--- config.mk ---
export PLATFORM = sky130hd
export DESIGN_NAME = normalizer_pipe
export DESIGN_NICKNAME = d
export VERILOG_FILES = /design/src/rtl/normalizer_pipe_pkg.sv /design/src/rtl/normalizer_pipe.sv
export SDC_FILE = /design/constraint.sdc
export NUM_CORES = 1
export LEC_CHECK = 0
export CORE_ASPECT_RATIO = 0.9
export CORE_MARGIN = 1
export CORE_UTILIZATION = 58
export CTS_CLUSTER_SIZE = 24
export DETAILED_ROUTE_END_ITERATION = 10
export PLACE_DENSITY = 0.95
export SYNTH_ARGS = -nofsm -noshare
export SYNTH_HDL_FRONTEND = slang
export SYNTH_SLANG_ARGS = --single-unit
--- constraint.sdc ---
create_clock -name clk -period 8.39 [get_ports clk]
set_clock_uncertainty 0.2 [all_clocks]
set_input_delay 1.678 -clock clk [delete_from_list [all_inputs] [get_ports clk]]
set_output_delay 1.678 -clock clk [all_outputs]
set_load 0.02 [all_outputs]
--- src/rtl/normalizer_pipe_pkg.sv ---
// normalizer_pipe_pkg: format selector shared by the normalizer and its users.
package normalizer_pipe_pkg;
    typedef enum logic [1:0] {FP32 = 2'd0, FP16X2 = 2'd1} fp_fmt_e;
endpackage

--- src/rtl/normalizer_pipe.sv ---
// normalizer_pipe: pipelined LZC + left-shift normalizer, one FP32 lane or two half-width lanes.
// Level 2^i is followed by a register when PIPE_MASK[i] is set; the output register always exists.
module normalizer_pipe
    import normalizer_pipe_pkg::*;
#(
    parameter int WIDTH = 28,
    parameter int CW = $clog2(WIDTH),
    parameter logic [CW-1:0] PIPE_MASK = CW'(4),
    parameter int TAG_W = 4
) (
    input  logic             clk,
    input  logic             rst,
    input  logic             flush,
    input  logic             in_valid,
    output logic             in_ready,
    input  fp_fmt_e          in_fmt,
    input  logic [WIDTH-1:0] in_x,
    input  logic [TAG_W-1:0] in_tag,
    output logic             out_valid,
    input  logic             out_ready,
    output fp_fmt_e          out_fmt,
    output logic [WIDTH-1:0] out_r,
    output logic [CW-1:0]    out_cnt_h,
    output logic [CW-1:0]    out_cnt_l,
    output logic             out_zero_h,
    output logic             out_zero_l,
    output logic [TAG_W-1:0] out_tag
);
    localparam int HALF = WIDTH / 2;

    // Occupancy of every stage; unregistered levels count as full so the ready chain skips them.
    logic [CW:0] w_full;
    assign in_ready = out_ready || !(&w_full);

    for (genvar k = 0; k < CW; k++) begin : g_lvl
        localparam int S = 1 << (CW - 1 - k);
        logic             w_iv, w_ov, w_fp, w_hz, w_lz;
        fp_fmt_e          w_ifmt, w_ofmt;
        logic [WIDTH-1:0] w_id, w_nd, w_od;
        logic [HALF-1:0]  w_hi, w_lo;
        logic [CW-1:0]    w_ich, w_icl, w_nch, w_ncl, w_och, w_ocl;
        logic [TAG_W-1:0] w_itag, w_otag;
        if (k == 0) begin : g_src
            assign w_iv   = in_valid;
            assign w_ifmt = in_fmt;
            assign w_id   = in_x;
            assign w_ich  = '0;
            assign w_icl  = '0;
            assign w_itag = in_tag;
        end else begin : g_src
            assign w_iv   = g_lvl[k-1].w_ov;
            assign w_ifmt = g_lvl[k-1].w_ofmt;
            assign w_id   = g_lvl[k-1].w_od;
            assign w_ich  = g_lvl[k-1].w_och;
            assign w_icl  = g_lvl[k-1].w_ocl;
            assign w_itag = g_lvl[k-1].w_otag;
        end
        assign w_fp = (w_ifmt == FP32);
        // The widest level exceeds a half lane, so dual-lane entries bypass it.
        if (k == 0) begin : g_shift
            assign w_hz = w_fp && ~|w_id[WIDTH-1 -: S];
            assign w_lz = 1'b0;
            assign w_hi = w_id[WIDTH-1:HALF];
            assign w_lo = w_id[HALF-1:0];
        end else begin : g_shift
            assign w_hz = ~|w_id[WIDTH-1 -: S];
            assign w_lz = !w_fp && ~|w_id[HALF-1 -: S];
            assign w_hi = w_hz ? w_id[WIDTH-1:HALF] << S : w_id[WIDTH-1:HALF];
            assign w_lo = w_lz ? w_id[HALF-1:0] << S : w_id[HALF-1:0];
        end
        assign w_nd  = w_fp ? (w_hz ? w_id << S : w_id) : {w_hi, w_lo};
        assign w_nch = w_ich | (w_hz ? CW'(S) : '0);
        assign w_ncl = w_icl | (w_lz ? CW'(S) : '0);
        if (PIPE_MASK[CW-1-k]) begin : g_reg
            logic             r_v;
            fp_fmt_e          r_fmt;
            logic [WIDTH-1:0] r_d;
            logic [CW-1:0]    r_ch, r_cl;
            logic [TAG_W-1:0] r_tag;
            always_ff @(posedge clk or posedge rst) begin
                if (rst) begin
                    r_v   <= 1'b0;
                    r_fmt <= FP32;
                    r_d   <= '0;
                    r_ch  <= '0;
                    r_cl  <= '0;
                    r_tag <= '0;
                end else if (flush) begin
                    r_v <= 1'b0;
                end else if (out_ready || !(&w_full[CW:k])) begin
                    r_v   <= w_iv;
                    r_fmt <= w_ifmt;
                    r_d   <= w_nd;
                    r_ch  <= w_nch;
                    r_cl  <= w_ncl;
                    r_tag <= w_itag;
                end
            end
            assign w_full[k] = r_v;
            assign w_ov      = r_v;
            assign w_ofmt    = r_fmt;
            assign w_od      = r_d;
            assign w_och     = r_ch;
            assign w_ocl     = r_cl;
            assign w_otag    = r_tag;
        end else begin : g_reg
            assign w_full[k] = 1'b1;
            assign w_ov      = w_iv;
            assign w_ofmt    = w_ifmt;
            assign w_od      = w_nd;
            assign w_och     = w_nch;
            assign w_ocl     = w_ncl;
            assign w_otag    = w_itag;
        end
    end

    logic             w_fp_last;
    logic [WIDTH-1:0] w_d_last;
    assign w_fp_last = (g_lvl[CW-1].w_ofmt == FP32);
    assign w_d_last  = g_lvl[CW-1].w_od;
    assign w_full[CW] = out_valid;

    always_ff @(posedge clk or posedge rst) begin
        if (rst) begin
            out_valid  <= 1'b0;
            out_fmt    <= FP32;
            out_r      <= '0;
            out_cnt_h  <= '0;
            out_cnt_l  <= '0;
            out_zero_h <= 1'b0;
            out_zero_l <= 1'b0;
            out_tag    <= '0;
        end else if (flush) begin
            out_valid <= 1'b0;
        end else if (out_ready || !out_valid) begin
            out_valid  <= g_lvl[CW-1].w_ov;
            out_fmt    <= g_lvl[CW-1].w_ofmt;
            out_r      <= w_d_last;
            out_cnt_h  <= g_lvl[CW-1].w_och;
            out_cnt_l  <= g_lvl[CW-1].w_ocl;
            out_zero_h <= w_fp_last ? ~|w_d_last : ~|w_d_last[WIDTH-1:HALF];
            out_zero_l <= !w_fp_last && ~|w_d_last[HALF-1:0];
            out_tag    <= g_lvl[CW-1].w_otag;
        end
    end
endmodule

== Word level (Yosys, flattened, before mapping) ==
Cells that the tools add are included.
Storage, ports and cells
  register bits: 92
  input bits: 39
  output and inout port bits: 48
  word-level logic and storage cells: 91
Cells by class
  mux-type cells: 32
  bitwise operators: 8
  reduce and logical (&&, ||, !) cells: 37
Operators with widths (number)
  28-bit 2-to-1 mux: 10
  14-bit 2-to-1 mux: 8
  14-bit OR reduction: 2
  28-bit OR reduction: 1
  16-bit OR reduction: 1
  8-bit OR reduction: 2
  1-bit logical NOT: 12
  5-bit by 1-bit bitwise OR with 5-bit output: 2
  5-bit by 2-bit bitwise OR with 5-bit output: 2
  4-bit 2-to-1 mux: 2
  4-bit OR reduction: 2
  1-bit 2-to-1 mux: 7
  1-bit logical AND: 6
  3-bit 2-to-1 mux: 2
  2-bit AND reduction: 3
  5-bit 2-to-1 mux: 1
  5-bit by 3-bit bitwise OR with 5-bit output: 1
  5-bit by 4-bit bitwise OR with 5-bit output: 1
  2-bit logical NOT: 2
  2-bit 2-to-1 mux: 2
  4-bit by 3-bit bitwise OR with 4-bit output: 1
  2-bit nonzero test: 2
  2-bit OR reduction: 2
  1-bit logical OR: 2
  1-bit NOT: 1

== Logic depth before layout (Yosys ltp) ==
  depth in word-level cells: 15
  gate-level depth with buffers: 9
  mapped depth without buffers: 6

== Worst setup path before layout ==
Ideal clock, no wire load.
  path type: in2out
  from: input out_ready
  to: output in_ready
  data arrival time: 2.124 ns
  required time: 6.512 ns
  setup slack: 4.388 ns
  stages on the path: 2
  path buffers: 0
  cells stage by stage: nor2b_1 nand2_1
Between the ends
  longest elaborated chain between the ends: 1
Ends and longest elaborated chain
  from (decl): line normalizer_pipe.sv:20  | input logic out_ready,
  1-bit logical OR: line normalizer_pipe.sv:33  | assign in_ready = out_ready || !(&w_full);
  to (decl): line normalizer_pipe.sv:15  | output logic in_ready,
No other way between the ends.

== Worst setup path in the final report ==
Same ends and word-level chain as after synthesis.

==> flow_metrics.py <==
metrics = {
    "cts": {
        "ctsHoldBuffers": 0,
        "cts_setup_buffers": 0,
        "cts_root_buf": "clkbuf_8",
        "insertion_delay_ns": 0.34,
        "tritoncts": "yes",
        "htreeDepth": 3,
        "clkTransAtPathRegs_ns": 0.09,
        "cts_buffer_depth": 2,
        "cts_resized": 0,
        "cts_made_buffers": 9,
        "clkSinkCount": 86,
    },
    "critical_path": {
        "cp_max_fo": 6,
        "crit_arrival_ns": 3.09,
        "startpoint": "out_ready",
        "worstSetupEndpointType": "primary output",
        "r2r_cells": 6,
        "r2r-end": "out_zero_h",
        "required_ns": 6.51,
        "r2r_start": "g_lvl[2].g_reg.r_d[27]",
        "worstSetupStartpointType": "primary input",
        "path_class": "in2out",
        "crit_end": "in_ready",
        "rrSetupSlack_ns": 5.36,
    },
    "logic_synthesis": {
        "ys_warn_count": 0,
        "avgSynthCellArea_sq_um": 8.60,
        "synth_seq_cells": 86,
        "syn_area_sq_um": 5160,
        "synth_fa_ha_area_share_pct": 0,
        "synth_edf_count": 0,
        "synth.most_common_cell": "nand2_1",
        "ys_seq_area_share_pct": 41.7,
        "synth_area_leader_cell": "dfrtp_1",
        "synth_commonest_cells": "157 x nand2_1, 86 x dfrtp_1, 47 x o21ai_0",
        "synthMuxAreaShare_pct": 6.94,
        "yosys.cell_types.count": 73,
        "yosys-top-cells-area": "dfrtp_1 42%, nand2_1 11%, mux2i_1 5.6%",
        "synth_compound_area_share_pct": 22.2,
        "syn_inst": 600,
        "syn_nets": 639,
        "ys.flop_type": "dfrtp_1",
        "synth_top_area_share_pct": 41.7,
        "synth_simple_gate_area_share_pct": 24.9,
        "synth_xor_xnor_area_share_pct": 0,
        "synth_top_family_by_area": "simple AND/OR/NAND/NOR gates",
        "async_reset_ff_share_pct": 100,
    },
    "placed_design": {
        "placed_cells": 768,
        "hpwlAfterDp_mm": 10.6,
        "portBuffers": 85,
        "place_area_sq_um": 6010,
        "place.gp.congestion": 0.978,
    },
    "detailed_routing": {
        "antenna_left": 0,
        "vias": 5008,
        "drc": 0,
        "firstDrtPassIters": 6,
        "wirelength_mm": 14.9,
        "wl_per_cell_um": 19.0,
        "drt_iter0_drc": 480,
        "vias_per_cell": 6.39,
    },
    "power_and_ir_drop": {
        "power_density_nw_per_um2": 187,
        "ir_drop_v": 0.000108,
        "p_leak_nw": 2.58,
    },
    "min_path": {
        "hold_class": "reg2reg",
    },
    "global_routing": {
        "grt_pass1_vias": 4739,
        "grt-busiest-layer": "met2",
        "met3_usage_pct": 5.62,
        "met2_usage_pct": 51.9,
        "grt_max_degree": 87,
        "grt_pass1_wl_mm": 24.2,
        "antenna_found_initial": 0,
        "grt_use_total_pct": 33.9,
        "grt_use_met1_pct": 47.7,
        "overflow": 0,
    },
    "cells_and_area": {
        "final_cells": 784,
        "drive_above_1_share_pct": 9.02,
        "nNetsFinal": 699,
        "n_antenna_cell": 0,
        "final_util_pct": 72.3,
        "final_area_sq_um": 6220,
        "area_growth_pct": 20.6,
    },
    "floorplan": {
        "start_util_pct": 59.9,
        "rows": 32,
        "chipWidth_um": 101,
        "die_h_um": 91.5,
        "core_area_sq_um": 8610,
        "pin_count": 87,
        "dieArea_sq_um": 9280,
    },
    "timing": {
        "finalCriticalPeriod_ns": 4.96,
        "fmax_mhz": 201,
        "fin_setup_tns_ns": 0,
        "rsz0062_at_grt": "no",
        "maxSlewHeadroom_pct": 28.1,
        "hold_viol_final": 0,
        "slew_viol_final": 0,
        "setup_viol": 0,
        "fin_crit_sh_pct": 59.2,
        "fin_hold_ws_ns": 0.272,
        "worst-slew-pin-transition_ns": 1.08,
    },
    "flow_run": {
        "maxCapViolCount": 0,
    },
    "run_status": {
        "outcome": "completed",
    },
}
[kinds of logic (layout without fill, tap and decap cells)]
group / count (synthesis) / in the layout
simple gates: 271 / 271
compound gates: 159 / 159
flops: 86 / 86
buf+inv: 48 / 113
mux: 35 / 35
other cells: 1 / 1
[stage by stage]
step,setup slack (ns),power [mW]
2_1_floorplan,4.29,0.708
3_3_place_gp,3.47,0.840
3_5_place_dp,3.44,0.855
4_1_cts,3.43,1.16
5_1_grt,3.32,1.22
6_report,3.43,1.16
[routing by layer]
layer,vias up,wire [um]
met2,294,6840
met4,0,510
met3,51,1070
li1,2298,-
met5,-,0
met1,2365,6490
[power by group]
group / leakage (nW) / total [mW] / internal [mW] / switching (mW)
Sequential: 1.07 / 0.515 / 0.466 / 0.0486
Combinational: 1.41 / 0.339 / 0.147 / 0.192
Clock: 0.103 / 0.307 / 0.144 / 0.163
Total: 2.58 / 1.16 / 0.758 / 0.404
[worst max-delay path, cell delays in order]
cell,delay [ns]
clkdlybuf4s50_1,0.40
nor2b_1,0.33
nand2_1,0.12
clkdlybuf4s50_1,0.55
[layout by cell type (no fill, tap or decap), drive strengths merged, types with 6 or more instances in the layout]
cell type and instances:
inv 10, nor2 42, or4 8, a21oi 25, buf 6, nor4 10
clkdlybuf4s50 85, mux2i 29, o21ai 49, o211ai 9, o31ai 7, clkbuf 9
a221o 6, mux2 6, a31oi 10, nand4 8, nand3 16, dfrtp 86
nand2 157
[area by class of cell]
cell class,count,area (sq um)
multi-input cells,466,2790
fillers,683,2390
flip-flops and latches,86,2150
repair buffers,91,896
well taps,119,149
clock buffers,9,124
clock inverters,7,83.8
inverters,6,23.8
[flip-flops by register name, indices dropped and copies added (netlist names), 2 cells and up]
name	count
g_lvl.g_reg.r_tag	4
out_tag	4
out_r	28
out_cnt_l	4
out_cnt_h	5
g_lvl.g_reg.r_fmt	2
g_lvl.g_reg.r_d	28
g_lvl.g_reg.r_ch	3
out_fmt	2
g_lvl.g_reg.r_cl	2
[worst min path at each step]
stage	start	end	slack, ns	depth (start not counted)
after floorplan	g_lvl[2].g_reg.r_ch[2]	out_cnt_h[2]	0.24	2
after global placement	g_lvl[2].g_reg.r_ch[2]	out_cnt_h[2]	0.25	2
after detailed placement	g_lvl[2].g_reg.r_ch[2]	out_cnt_h[2]	0.25	2
after CTS	g_lvl[2].g_reg.r_ch[2]	out_cnt_h[2]	0.28	2
after global routing	g_lvl[2].g_reg.r_ch[2]	out_cnt_h[2]	0.29	2
final	g_lvl[2].g_reg.r_cl[3]	out_cnt_l[3]	0.27	2
(Power assumes the default switching activity.)
